File: config.mk
export PLATFORM = sky130hd
export DESIGN_NAME = rom_loader
export DESIGN_NICKNAME = d
export VERILOG_FILES = /design/src/rtl/rom_loader.sv
export SDC_FILE = /design/constraint.sdc
export NUM_CORES = 1
export LEC_CHECK = 0
export ABC_AREA = 1
export ABC_CLOCK_PERIOD_IN_PS = 3800
export CAP_MARGIN = 15
export CELL_PAD_IN_SITES_DETAIL_PLACEMENT = 0
export CELL_PAD_IN_SITES_GLOBAL_PLACEMENT = 2
export CORE_ASPECT_RATIO = 0.75
export CORE_MARGIN = 3
export CORE_UTILIZATION = 42
export CTS_CLUSTER_DIAMETER = 200
export CTS_CLUSTER_SIZE = 20
export DETAILED_ROUTE_END_ITERATION = 10
export DONT_BUFFER_PORTS = 1
export GPL_TIMING_DRIVEN = 1
export MAX_ROUTING_LAYER = met4
export PLACE_DENSITY = 0.89
export SETUP_SLACK_MARGIN = 0.5
export SLEW_MARGIN = 20
export SYNTH_ARGS = -nofsm -noshare
export SYNTH_HDL_FRONTEND = slang
export SYNTH_SLANG_ARGS = --single-unit
export TNS_END_PERCENT = 5
File: constraint.sdc
create_clock -name clk_sys -period 3.8 [get_ports clk_sys]
set_clock_uncertainty 0.2 [all_clocks]
set_input_delay 1.14 -clock clk_sys [delete_from_list [all_inputs] [get_ports clk_sys]]
set_output_delay 1.14 -clock clk_sys [all_outputs]
set_load 0.02 [all_outputs]
File: src/rtl/rom_loader.sv
// rom_loader: maps the mist_io ioctl boot-ROM download onto SDRAM.
// Each 16 KB chunk of the image selects a (bank, slot base) pair from a
// parameter table. Writes are buffered in a small FIFO and issued to the
// SDRAM only on clkref slots. busy/done let the core hold itself in reset
// until the image is in place.
// Optional feature macro: ROM_LOADER_CSUM_EN (16-bit running checksum of
// written bytes on csum; csum is tied to zero when the macro is undefined).
module rom_loader #(
    parameter int                 SLOTS      = 4,
    parameter int                 NBANKS     = 2,
    parameter logic [SLOTS*9-1:0] SLOT_BASE  = {9'h1ff, 9'h107, 9'h100, 9'h000},
    parameter int                 FIFO_DEPTH = 4,
    parameter logic [7:0]         ROM_INDEX  = 8'd0
) (
    input  logic        clk_sys,
    input  logic        reset,
    input  logic        ioctl_download,
    input  logic [7:0]  ioctl_index,
    input  logic        ioctl_wr,
    input  logic [24:0] ioctl_addr,
    input  logic [7:0]  ioctl_dout,
    input  logic        mem_slot,
    output logic        mem_we,
    output logic [22:0] mem_addr,
    output logic [1:0]  mem_bank,
    output logic [7:0]  mem_din,
    output logic        busy,
    output logic        done,
    output logic        overflow,
    output logic        dropped,
    output logic [15:0] csum
);

    localparam int          BASE_W   = 9;
    localparam int          AW       = (FIFO_DEPTH > 1) ? $clog2(FIFO_DEPTH) : 1;
    localparam int          EW       = 2 + 23 + 8;
    localparam logic [10:0] SLOTS_W  = SLOTS[10:0];
    localparam logic [10:0] NBANKS_W = NBANKS[10:0];
    localparam logic [AW:0] DEPTH_W  = FIFO_DEPTH[AW:0];

    typedef enum logic [1:0] {
        ST_IDLE  = 2'd0,
        ST_LOAD  = 2'd1,
        ST_DRAIN = 2'd2,
        ST_DONE  = 2'd3
    } state_t;

    // Table lookup: SDRAM address bits [22:14] for a given ROM slot.
    function automatic logic [8:0] slot_base(input logic [10:0] slot);
        logic [8:0] base;
        base = 9'h000;
        for (int i = 0; i < SLOTS; i++) begin
            if (slot == i[10:0]) begin
                base = SLOT_BASE[i*BASE_W +: BASE_W];
            end else begin
                base = base;
            end
        end
        return base;
    endfunction

    state_t         state_r;
    state_t         state_next_s;
    logic           load_entry_s;
    logic           active_s;
    logic           active_d_r;
    logic           active_rise_s;

    logic [10:0]    chunk_idx_s;
    logic [10:0]    slot_s;
    logic [10:0]    bank_full_s;
    logic           in_range_s;
    logic [EW-1:0]  push_data_s;

    logic [EW-1:0]  fifo_mem_r [FIFO_DEPTH];
    logic [AW-1:0]  wr_ptr_r;
    logic [AW-1:0]  rd_ptr_r;
    logic [AW:0]    count_r;
    logic           empty_s;
    logic           full_s;
    logic           wr_req_s;
    logic           push_s;
    logic           pop_s;
    logic [EW-1:0]  head_s;
    logic [7:0]     head_data_s;

    logic           mem_we_r;
    logic [22:0]    mem_addr_r;
    logic [1:0]     mem_bank_r;
    logic [7:0]     mem_din_r;
    logic           busy_r;
    logic           done_r;
    logic           overflow_r;
    logic           dropped_r;

    assign active_s      = ioctl_download && (ioctl_index == ROM_INDEX);
    assign active_rise_s = active_s && !active_d_r;

    // Chunk decode: the 16 KB chunk number picks the slot and bank; chunks
    // past the table are rejected rather than wrapped onto a valid slot.
    assign chunk_idx_s = ioctl_addr[24:14];
    assign slot_s      = chunk_idx_s % SLOTS_W;
    assign bank_full_s = chunk_idx_s / SLOTS_W;
    assign in_range_s  = (bank_full_s < NBANKS_W);
    assign push_data_s = {bank_full_s[1:0], slot_base(slot_s), ioctl_addr[13:0], ioctl_dout};

    assign empty_s     = (count_r == {(AW+1){1'b0}});
    assign full_s      = (count_r == DEPTH_W);
    assign pop_s       = !empty_s && mem_slot;
    assign wr_req_s    = (state_r == ST_LOAD) && ioctl_wr;
    // A full FIFO still accepts a byte when the head leaves in the same cycle.
    assign push_s      = wr_req_s && in_range_s && (!full_s || pop_s);
    assign head_s      = fifo_mem_r[rd_ptr_r];
    assign head_data_s = head_s[7:0];

    // Previous active condition, used to detect the start of a ROM download.
    always_ff @(posedge clk_sys or posedge reset) begin
        if (reset) begin
            active_d_r <= 1'b0;
        end else begin
            active_d_r <= active_s;
        end
    end

    // FSM state register.
    always_ff @(posedge clk_sys or posedge reset) begin
        if (reset) begin
            state_r <= ST_IDLE;
        end else begin
            state_r <= state_next_s;
        end
    end

    // FSM next state; a fresh load from IDLE/DONE also clears flags.
    always_comb begin
        state_next_s = state_r;
        load_entry_s = 1'b0;
        case (state_r)
            ST_IDLE: begin
                if (active_rise_s) begin
                    state_next_s = ST_LOAD;
                    load_entry_s = 1'b1;
                end else begin
                    state_next_s = ST_IDLE;
                end
            end
            ST_LOAD: begin
                if (!active_s) begin
                    state_next_s = ST_DRAIN;
                end else begin
                    state_next_s = ST_LOAD;
                end
            end
            ST_DRAIN: begin
                if (active_rise_s) begin
                    // Restart keeps the FIFO contents and the sticky flags.
                    state_next_s = ST_LOAD;
                end else if (empty_s && !mem_we_r) begin
                    state_next_s = ST_DONE;
                end else begin
                    state_next_s = ST_DRAIN;
                end
            end
            ST_DONE: begin
                if (active_rise_s) begin
                    state_next_s = ST_LOAD;
                    load_entry_s = 1'b1;
                end else begin
                    state_next_s = ST_IDLE;
                end
            end
            default: begin
                state_next_s = ST_IDLE;
                load_entry_s = 1'b0;
            end
        endcase
    end

    // FIFO storage; validity is tracked by the pointers, so no reset needed.
    always_ff @(posedge clk_sys) begin
        if (push_s) begin
            fifo_mem_r[wr_ptr_r] <= push_data_s;
        end else begin
            fifo_mem_r[wr_ptr_r] <= fifo_mem_r[wr_ptr_r];
        end
    end

    // FIFO pointers and occupancy; reset flushes any pending writes.
    always_ff @(posedge clk_sys or posedge reset) begin
        if (reset) begin
            wr_ptr_r <= {AW{1'b0}};
            rd_ptr_r <= {AW{1'b0}};
            count_r  <= {(AW+1){1'b0}};
        end else begin
            if (push_s) begin
                wr_ptr_r <= wr_ptr_r + 1'b1;
            end else begin
                wr_ptr_r <= wr_ptr_r;
            end
            if (pop_s) begin
                rd_ptr_r <= rd_ptr_r + 1'b1;
            end else begin
                rd_ptr_r <= rd_ptr_r;
            end
            if (push_s && !pop_s) begin
                count_r <= count_r + 1'b1;
            end else if (pop_s && !push_s) begin
                count_r <= count_r - 1'b1;
            end else begin
                count_r <= count_r;
            end
        end
    end

    // SDRAM write port: one registered write per clkref slot with data queued.
    always_ff @(posedge clk_sys or posedge reset) begin
        if (reset) begin
            mem_we_r   <= 1'b0;
            mem_addr_r <= 23'h000000;
            mem_bank_r <= 2'b00;
            mem_din_r  <= 8'h00;
        end else begin
            mem_we_r <= pop_s;
            if (pop_s) begin
                mem_bank_r <= head_s[32:31];
                mem_addr_r <= head_s[30:8];
                mem_din_r  <= head_s[7:0];
            end else begin
                mem_bank_r <= mem_bank_r;
                mem_addr_r <= mem_addr_r;
                mem_din_r  <= mem_din_r;
            end
        end
    end

    // Status outputs follow the next state so they align with the FSM.
    always_ff @(posedge clk_sys or posedge reset) begin
        if (reset) begin
            busy_r <= 1'b0;
            done_r <= 1'b0;
        end else begin
            busy_r <= (state_next_s == ST_LOAD) || (state_next_s == ST_DRAIN);
            done_r <= (state_next_s == ST_DONE);
        end
    end

    // Sticky error flags, cleared only when a new load starts from idle.
    always_ff @(posedge clk_sys or posedge reset) begin
        if (reset) begin
            overflow_r <= 1'b0;
            dropped_r  <= 1'b0;
        end else if (load_entry_s) begin
            overflow_r <= 1'b0;
            dropped_r  <= 1'b0;
        end else begin
            overflow_r <= overflow_r || (wr_req_s && in_range_s && full_s && !pop_s);
            dropped_r  <= dropped_r || (wr_req_s && !in_range_s);
        end
    end

`ifdef ROM_LOADER_CSUM_EN
    logic [15:0] csum_r;

    // Running sum of every byte handed to the SDRAM, restarted per load.
    always_ff @(posedge clk_sys or posedge reset) begin
        if (reset) begin
            csum_r <= 16'h0000;
        end else if (load_entry_s) begin
            csum_r <= 16'h0000;
        end else if (pop_s) begin
            csum_r <= csum_r + {8'h00, head_data_s};
        end else begin
            csum_r <= csum_r;
        end
    end

    assign csum = csum_r;
`else
    assign csum = 16'h0000;
`endif

    assign mem_we   = mem_we_r;
    assign mem_addr = mem_addr_r;
    assign mem_bank = mem_bank_r;
    assign mem_din  = mem_din_r;
    assign busy     = busy_r;
    assign done     = done_r;
    assign overflow = overflow_r;
    assign dropped  = dropped_r;

endmodule

# Yosys cells after proc, flatten, opt, wreduce, memory -nomap -nowiden
# Memories as Yosys holds them, arrays and structs flattened. A register that Yosys moved wholly into a read port is not among the register bits.
# Index checks and enable logic that the tools add are counted.
# totals
ff_bits,15
latch_bits,0
ram_bits,132
romBits,0
input_bits,46
out_inout_bits,54
elab_cells,75
memories,1
# op_classes
add_sub_neg,4
n_mul,0
div_mod_pow,0
order_cmp,1
n_eq_ne,11
shifts,0
muxes,18
n_bitwise,1
n_reduce_logical,29
# mem_list
name,words,width,rd,rd_ports_with_merged_regs,write_ports,line_no,rtl
fifo_mem_r,4,33,1,1,1,75,logic [EW-1:0] fifo_mem_r [FIFO_DEPTH];
# op_table
op,count
$mux 33,1
$mux 9,3
$eq 2x2->1 const B,6
$logic_and 1x1->1,12
$lt 9x2->1 const B,1
$mux 1,9
$logic_not 8->1,1
$logic_not 1->1,7
$eq 2x1->1 const B,3
$mux 3,2
$pmux 2 s3,1
$add 2x1->2 const B,2
$logic_or 1x1->1,4
$mux 2,2
$add 3x1->3 const B,1
$eq 3x3->1 const B,1
$logic_not 3->1,1
$sub 3x1->3 const B,1
$logic_not 2->1,1
$reduce_and 2->1,1
$reduce_bool 2->1,1
$reduce_or 2->1,1
$ne 0x0->1,1
$or 1x1->1,1

# Longest topological paths before layout
# Gate-level depths: netlist (run 1).
# depth
ltp_word,9
depth_mapped,12
depth_no_buf,12

# Worst setup path after synthesis (run 1)
# OpenSTA, ideal clock, no wires.
# synth_path
path_kind,input to register
from,input ioctl_addr[21]
to,memory fifo_mem_r[0][0] (netlist name) (enable)
setup_time_ps,411
arrival_ps,2808
required_ps,3189
path_slack_ps,381
path_stages,5
path_buffers,0
cell_sequence,nor2_1 -> nand2_1 -> nor2_1 -> nand3_1 -> nor2_1
# synth_between
elab_chain_cells,6
word_cells_on_any_way,8
classes_between,order compare (1); mux (3); bitwise (1); reduce/logical (3)
# synth_rtl
item,line_no,rtl
from (decl),20,"input logic [24:0] ioctl_addr,"
$lt 9x2->1 *,104,assign in_range_s = (bank_full_s < NBANKS_W);
$logic_and 1x1->1 * (2 in series),112,assign push_s = wr_req_s && in_range_s && (!full_s || pop_s);
$mux 1 (on tied branches),"181, 184",
$mux 1 (implied by the code) / $reduce_and 2->1 (equally long branches),-,
$or 1x1->1 (no source line) *,-,
to (decl),75,
# Every way passes the cells marked *; elsewhere a longest branch is shown, timed or not.

# Worst setup path after layout (run 1)
# layout_path
from,input ioctl_addr[21]
to,register count_r[2]
# layout_between
elab_chain_cells,6
word_cells_on_any_way,8
classes_between,order compare (1); mux (1); reduce/logical (6)
# layout_rtl
item,line_no,rtl
$lt 9x2->1 *,104,
$logic_and 1x1->1 * (2 in series),112,
via push_s,82,logic push_s;
$logic_not 1->1,207,end else if (pop_s && !push_s) begin
$logic_and 1x1->1,207,
$reduce_bool 2->1 (no source line),-,
to (signal assigned),206,count_r <= count_r + 1'b1;
to (signal assigned),208,count_r <= count_r - 1'b1;
to (signal assigned),210,count_r <= count_r;
to (decl),78,logic [AW:0] count_r;
# Mark *: on every way through the listed nets, which the timed path passes. The rest lies on a longest branch.
# A chain may end at the register's enable or synchronous reset.

==> results of run 1 <==
[cell families (layout without fill, tap and decap cells)]
family / Yosys count / in the layout / share of synthesized area, %
adder cells (fa/ha/maj): 10 / 10 / 2.20
other: 1 / 16 / 0.0621
XOR/XNOR: 4 / 4 / 0.580
buffers and inverters: 68 / 66 / 6.61
multiplexers: 1 / 1 / 0.186
AO/OA/AOI/OAI: 88 / 88 / 7.85
AND/OR/NAND/NOR: 177 / 177 / 11.4
flip-flops: 150 / 150 / 71.1
[final cells by class]
type	instances	area [µm²]	share of cell area [%]
clock buffer	22	444	6.60
clock inverter	10	133	1.97
inverter	23	86.3	1.28
multi-input combinational	296	1430	21.3
sequential	150	4300	63.8
tap	175	219	3.25
timing repair buffer	11	120	1.78
[state kept, by name (all words and copies together) (netlist names)]
register and cells:
mem_we 1, active_d_r 1, mem_din 8, done 1, wr_ptr_r 2, overflow 1, mem_addr 17, mem_bank 2
fifo_mem_r 108, count_r 3, rd_ptr_r 2, dropped 1, busy 1, state_r 2
[cell usage in the layout (no fill, tap or decap), drive strengths merged, types with 2 or more instances in the layout]
cell and count:
nor2 155, edfxtp 108, o21ai 59, dfrtp 42, a31oi 27, inv 23
clkbuf 22, conb 16, nand2 13, buf 11, ha 9, clkinv 4
nand3 3, xor2 3, or2 3, clkinvlp 3, bufinv 3, a21oi 2
[per-layer routing]
layer  routed length [µm]  global-route usage (%)  up-vias  share of wire (%)
met5                    0                       -        -                  0
met4                  121                    5.66        0                1.0
met3                  791                    5.91       11                6.7
met2                 5490                    25.0       79                 46
met1                 5440                    20.6     1716                 46
li1                     -                       -     1670                  -
[metrics by stage]
stage | hold WS, ns | std cells | utilization [%] | setup slack [ns] | instance area (µm²)
after floorplan | 0.297 | 514 | - | 0.381 | 6100
after global placement | 0.311 | 655 | 44.3 | 0.622 | 6150
after detailed placement | 0.315 | 655 | 44.3 | 0.626 | 6150
after CTS | 0.328 | 687 | 48.5 | 1.06 | 6730
after global routing | 0.358 | 687 | 48.5 | 0.839 | 6730
final | 0.325 | 687 | 48.5 | 1.04 | 6730
[worst paths after layout]
| kind | endpoint | startpoint | cells after the start | slack (ns) |
|---|---|---|---|---|
| setup / recovery | count_r[2]$_DFFE_PP0P_ | ioctl_addr[21] | 12 | 1.04 |
| hold / removal | mem_din[3]$_DFFE_PP0N_ | fifo_mem_r[1][3]$_DFFE_PP_ | 2 | 0.32 |
| setup reg to reg | count_r[2]$_DFFE_PP0P_ | state_r[1]$_DFF_PP0_ | 13 | 1.37 |
| hold reg to reg | mem_din[3]$_DFFE_PP0N_ | fifo_mem_r[1][3]$_DFFE_PP_ | 2 | 0.32 |
| max in group asynchronous | mem_addr[13]$_DFFE_PP0N_ | reset | 2 | 2.20 |
| min in group asynchronous | mem_din[2]$_DFFE_PP0N_ | reset | 1 | 0.46 |
[critical path: stages]
cell,delay (ns)
sky130_fd_sc_hd__nor2_1,0.09
sky130_fd_sc_hd__nand2_1,0.06
sky130_fd_sc_hd__nor2_1,0.18
sky130_fd_sc_hd__nand3_1,0.09
sky130_fd_sc_hd__buf_4,0.19
sky130_fd_sc_hd__inv_1,0.10
sky130_fd_sc_hd__ha_1,0.14
sky130_fd_sc_hd__inv_1,0.06
sky130_fd_sc_hd__fa_1,0.37
sky130_fd_sc_hd__a21oi_1,0.14
sky130_fd_sc_hd__o21ai_0,0.12
sky130_fd_sc_hd__xor2_1,0.15
[power by group]
group | switching (mW) | internal [mW] | total [mW]
registers | 0.404 | 1.96 | 2.36
clock network | 0.616 | 1.03 | 1.64
logic | 0.682 | 0.345 | 1.03
==> results.tsv, run 1 <==
stage	metric	value	unit
drt	vias after detailed routing	3476	
synthesis	cells taking the most area after synthesis	sky130_fd_sc_hd__edfxtp_1 54%, sky130_fd_sc_hd__dfrtp_1 17%, sky130_fd_sc_hd__nor2_1 9.6%	
synthesis	proportion of netlist area held by the largest area contributor	53.7	%
grt	pin count of the biggest net entering global routing	56	
die	Starting Density	43.5	%
status	outcome	complete, no violations	
placement	number of I/O port buffers	0	
die	cell row count	37	
timing	fin crit share	72.6	%
synthesis	number of distinct standard cells referenced by the synthesized netlist	27	
cells_and_area	Final #Nets	555	
placement	weighted congestion reported at the end of routability-driven placement	0.756	
drt	routed length per instance	17.2	µm
die	die area	15900	µm²
cts	Root Buffer	sky130_fd_sc_hd__clkbuf_16	
cts	count of instances resized after the clock tree is built	0	
drt	Total Routed Length	11800	µm
drt	residual DRC count	0	
synthesis	area of the mapped netlist	6040	µm²
timing	slew at the pin closest to its max-slew limit	0.912	ns
timing	maximum clock rate	0.363	GHz
drt	post-DR vias/cell	5.06	
cts	clock-pin slew reported for the worst setup and hold paths after clock tree synthesis	0.06	ns
synthesis	synthesized instance count	499	
grt	first-pass GRT wire length	18900	µm
cells_and_area	count of fill cells added during filler insertion	1194	
timing	setup repair after global routing missed its margin	false	
cells_and_area	fraction of layout instances using a drive strength above 1	10.7	%
timing	max-slew headroom at the worst pin	39.2	%
cts	cts hold-fix bufs	0	
grt	total routing usage reported by global routing	16.4	%
die	number of I/O pins	100	
synthesis	fraction of the yosys area taken by sequential cells	71.1	%
synthesis	commonest register cell after synthesis	sky130_fd_sc_hd__edfxtp_1	
cts	depth of the CTS H-tree	4	
cts	Setup Fix Bufs, Post-CTS	0	
synthesis	library cell occupying the most area in the post-synthesis netlist	sky130_fd_sc_hd__edfxtp_1	
worst_setup_path	Worst Setup End Kind	register	
worst_setup_path	critical path startpoint category	primary input	
power	power consumption	5.03	mW
cts	maximum count of clock buffers along a single path	2	
timing	final number of hold-violating endpoints	0	
synthesis	average instance area after synthesis	12.1	µm²
synthesis	list of most frequent post-synthesis cells	154 x sky130_fd_sc_hd__nor2_1, 108 x sky130_fd_sc_hd__edfxtp_1, 52 x sky130_fd_sc_hd__o21ai_0, 42 x sky130_fd_sc_hd__dfrtp_1, 29 x sky130_fd_sc_hd__buf_4	
flow_run	count of maximum capacitance violations	0	
drt	DR iter-0 viols	145	
cts	source-to-sink clock delay at the later pin of the worst-skew pair	0.41	ns
die	Core Footprint	13900	µm²
cells_and_area	count of antenna diodes in the layout	0	
timing	final number of setup-violating endpoints	0	
worst_setup_path	maximum fanout encountered on the critical timing path	6	
synthesis	number of synthesis warnings	0	
die	Chip Width	144	µm
timing	max-slew violation total from the final report	0	
grt	global route overflow	0	
worst_setup_path	Critical Path RT	3.89	ns
synthesis	Synth async-reset ratio	28.0	%
cts	clock sink count	150	
power	maximum resistive drop on vdd	363	µV
worst_setup_path	start-to-end type of the worst setup path	primary input to register	
synthesis	number of synthesized flops with an enable pin	108	
drt	number of antenna-violating nets in the routed design	0	
timing	Tmin final	2.76	ns
die	vertical die dimension	110	µm
grt	number of global-route vias before repair	3452	
power	static power due to leakage	2.46	nW
cells_and_area	Area growth, synth to finish	11.4	%
synthesis	most frequent cell after synthesis	sky130_fd_sc_hd__nor2_1	
worst_setup_path	Worst EP arrival	2.84	ns
power	Power per Cell Area	747	nW/µm²
placement	total half-perimeter wirelength after legalization and detailed placement	7010	µm
hold_path	worst min path class	register to register	
cts	number of buffers created by CTS	17	
drt	Detailed Routing Iterations Pass 1	4	
cts	clock tree from TritonCTS	yes	
timing	Sum Neg Setup Slack	0	ns
synthesis	synthesis-stage register bit count	150	
grt	antenna violations before repair	0	
Power figures use the tool's default switching activity.
==> run 2: changes to the inputs <==
--- a/config.mk
+++ b/config.mk
@@ -6,20 +6,20 @@
 export NUM_CORES = 1
 export LEC_CHECK = 0
 export ABC_AREA = 1
-export ABC_CLOCK_PERIOD_IN_PS = 3800
+export ABC_CLOCK_PERIOD_IN_PS = 2250
 export CAP_MARGIN = 15
 export CELL_PAD_IN_SITES_DETAIL_PLACEMENT = 0
 export CELL_PAD_IN_SITES_GLOBAL_PLACEMENT = 2
 export CORE_ASPECT_RATIO = 0.75
 export CORE_MARGIN = 3
-export CORE_UTILIZATION = 42
+export CORE_UTILIZATION = 38
 export CTS_CLUSTER_DIAMETER = 200
 export CTS_CLUSTER_SIZE = 20
 export DETAILED_ROUTE_END_ITERATION = 10
 export DONT_BUFFER_PORTS = 1
 export GPL_TIMING_DRIVEN = 1
 export MAX_ROUTING_LAYER = met4
-export PLACE_DENSITY = 0.89
+export PLACE_DENSITY = 0.85
 export SETUP_SLACK_MARGIN = 0.5
 export SLEW_MARGIN = 20
 export SYNTH_ARGS = -nofsm -noshare
==> constraint.sdc (replaced) <==
create_clock -name clk_sys -period 2.25 [get_ports clk_sys]
set_clock_uncertainty 0.2 [all_clocks]
set_input_delay 0.675 -clock clk_sys [delete_from_list [all_inputs] [get_ports clk_sys]]
set_output_delay 0.675 -clock clk_sys [all_outputs]
set_load 0.02 [all_outputs]
==> run 2 against run 1 <==
- sequential power up 65%
- clock power up 78%
- count of clock-buffer cells in the layout down 2
- critical endpoint unchanged
- register-to-register slack worse by 1.2 ns
- setup slack worse by 0.86 ns
- first-iteration DRC count up 46%
- via count down 0.46%
- critical path depth unchanged
- global-route usage down 1.2 points
- final cell count up 6.4%
==> results.tsv, run 2 (same netlist as run 1, synthesis figures left out) <==
stage	metric	value	unit
worst_setup_path	critical path startpoint category	register	
power	reported net switching power	2.96	mW
timing	maximum clock rate	0.483	GHz
drt	residual DRC count	0	
drt	Detailed Routing Iterations Pass 1	4	
power	Internal	5.88	mW
cts	number of buffers created by CTS	17	
hold_path	worst min path class	primary input to register	
cts	clock-pin slew reported for the worst setup and hold paths after clock tree synthesis	0.06	ns
power	static power due to leakage	2.57	nW
cts	maximum count of clock buffers along a single path	2	
worst_setup_path	Worst Setup End Kind	register	
timing	Sum Neg Setup Slack	0	ns
die	Core Footprint	15400	µm²
placement	total half-perimeter wirelength after legalization and detailed placement	7460	µm
cells_and_area	design area	7090	µm²
worst_setup_path	reg2reg path depth	12	
die	Starting Density	39.2	%
drt	Total Routed Length	12300	µm
drt	routed length per instance	16.8	µm
drt	vias after detailed routing	3460	
cells_and_area	final cell utilization of the core	46.0	%
worst_setup_path	Critical Path, Cell by Cell	inv_2 -> ha_4 -> nand2_2 -> inv_2 -> nand3_4 -> inv_4 -> ha_4 -> inv_2 -> fa_2 -> a21oi_2 -> o21ai_1 -> xor2_1	
cells_and_area	register containing the most flip-flops in the final layout	fifo_mem_r	
placement	weighted congestion reported at the end of routability-driven placement	0.769	
grt	global route overflow	0	
timing	max-slew violation total from the final report	0	
cells_and_area	count of fill cells added during filler insertion	1381	
timing	Tmin final	2.07	ns
drt	number of antenna-violating nets in the routed design	0	
worst_setup_path	Worst EP arrival	2.16	ns
cells_and_area	Final #Nets	569	
power	Power per Cell Area	1250	nW/µm²
grt	total routing usage reported by global routing	15.2	%
cts	clock sink count	150	
power	switching part of the total	33.5	%
cells_and_area	number of flip-flops in the largest register	108	
power	Clk network pwr share	33.0	%
grt	pin count of the biggest net entering global routing	56	
timing	max-slew headroom at the worst pin	42.4	%
die	cell row count	39	
worst_setup_path	start-to-end type of the worst setup path	register to register	
timing	fin crit share	92.0	%
worst_setup_path	stage delay of the slowest cell on the critical path	0.39	ns
cells_and_area	highest-count cells in the layout ignoring fill and taps	146 x sky130_fd_sc_hd__nor2_1, 108 x sky130_fd_sc_hd__edfxtp_1, 51 x sky130_fd_sc_hd__o21ai_0, 40 x sky130_fd_sc_hd__dfrtp_1, 27 x sky130_fd_sc_hd__a31oi_1	
cells_and_area	count of antenna diodes in the layout	0	
die	die area	17500	µm²
status	outcome	complete, no violations	
timing	final number of hold-violating endpoints	0	
worst_setup_path	Critical Path RT	2.34	ns
worst_setup_path	library cell contributing the largest single delay on the critical path	sky130_fd_sc_hd__dfrtp_1	
drt	post-DR vias/cell	4.73	
cells_and_area	Area growth, synth to finish	17.4	%
power	register share of total power	44.2	%
placement	number of I/O port buffers	0	
cells_and_area	fraction of layout instances using a drive strength above 1	16.3	%
timing	setup repair after global routing missed its margin	true	
cts	source-to-sink clock delay at the later pin of the worst-skew pair	0.41	ns
cts	clock tree from TritonCTS	yes	
power	Combinational Power Share	22.8	%
grt	antenna violations before repair	0	
flow_run	count of maximum capacitance violations	0	
timing	final number of setup-violating endpoints	0	
power	maximum resistive drop on vdd	636	µV
placement	cell area reported after detailed placement	6400	µm²
worst_setup_path	cell seen most often among critical-path stages	sky130_fd_sc_hd__inv_2	
cells_and_area	most common cell after layout, fill and taps aside	sky130_fd_sc_hd__nor2_1	
timing	worst-case hold slack	0.158	ns
grt	number of global-route vias before repair	3558	
die	vertical die dimension	115	µm
hold_path	hold-critical path depth	0	
cts	Root Buffer	sky130_fd_sc_hd__clkbuf_16	
timing	slew at the pin closest to its max-slew limit	0.864	ns
grt	first-pass GRT wire length	19100	µm
worst_setup_path	maximum fanout encountered on the critical timing path	2	
die	Chip Width	152	µm
drt	DR iter-0 viols	211	
cts	depth of the CTS H-tree	4	
die	number of I/O pins	100	
## run 2: changes by cell type in the layout (fill, tap and decap cells not counted), sizes merged
cell / before / now
inv: 23 / 25
buf: 11 / 24
clkinv: 4 / 3
bufinv: 3 / 4
clkbuf: 22 / 20
dlygate4sd3: 0 / 1
## run 2: what timing repair did
action,4_1_cts,5_1_grt
buffers inserted,2,2
cloned,0,0
endpoints found under the hold margin,41,0
gates resized for setup,7,4
pin swaps,1,1
hold buffers,1,0
endpoints found under the setup margin,157,178
## run 2: worst paths after layout
| path | startpoint | endpoint | slack, ns |
|---|---|---|---|
| max | state_r[1]$_DFF_PP0_ | count_r[2]$_DFFE_PP0P_ | 0.18 |
| min | ioctl_dout[3] | fifo_mem_r[3][3]$_DFFE_PP_ | 0.16 |
| max reg2reg | state_r[1]$_DFF_PP0_ | count_r[2]$_DFFE_PP0P_ | 0.18 |
| min reg2reg | fifo_mem_r[1][29]$_DFFE_PP_ | mem_addr[19]$_DFFE_PP0N_ | 0.32 |
| max in group asynchronous | reset | mem_addr[16]$_DFFE_PP0N_ | 1.05 |
| min in group asynchronous | reset | done$_DFF_PP0_ | 0.56 |
## run 2: worst max-delay path, delay by kind of cell, from the launching register on
kind            cells  cell delay, ns
fa+ha+maj           3            0.61
simple gates        2            0.13
flops               1            0.39
buf+inv             4            0.26
xor+xnor            1            0.14
compound gates      2            0.21
## run 2: layer usage
layer / vias to the layer above / track usage, % / part of all wire (%)
li1: 1697 / - / -
met1: 1665 / 18.3 / 43
met2: 89 / 24.2 / 48
met3: 9 / 5.79 / 7.8
met4: 0 / 4.43 / 0.69
met5: - / - / 0
## run 2: power groups by stage
stage	clock network, mW	registers (mW)	logic [mW]
final	2.92	3.90	2.02
after global routing	3.11	3.95	2.31
after floorplan	0	3.87	1.63
after global placement	0	3.96	1.87
after CTS	2.98	3.92	1.99
after detailed placement	0	3.97	1.93
## run 2: layout make-up
type / instances / area, µm² / area share [%]
Tap cell: 205 / 256 / 3.62
Multi-Input combinational cell: 296 / 1510 / 21.3
Sequential cell: 150 / 4300 / 60.6
Clock buffer: 20 / 437 / 6.16
Timing Repair Buffer: 25 / 332 / 4.67
Clock inverter: 12 / 175 / 2.47
Inverter: 23 / 88.8 / 1.25
## run 2: metrics by stage
| stage | total power, mW | worst slack (ns) | std cells |
|---|---|---|---|
| 5_1_grt | 9.38 | 0.0946 | 731 |
| 3_3_place_gp | 5.82 | -0.0261 | 694 |
| 3_5_place_dp | 5.90 | -0.0716 | 694 |
| 2_1_floorplan | 5.51 | -0.131 | 514 |
| 6_report | 8.84 | 0.180 | 731 |
| 4_1_cts | 8.89 | 0.192 | 729 |
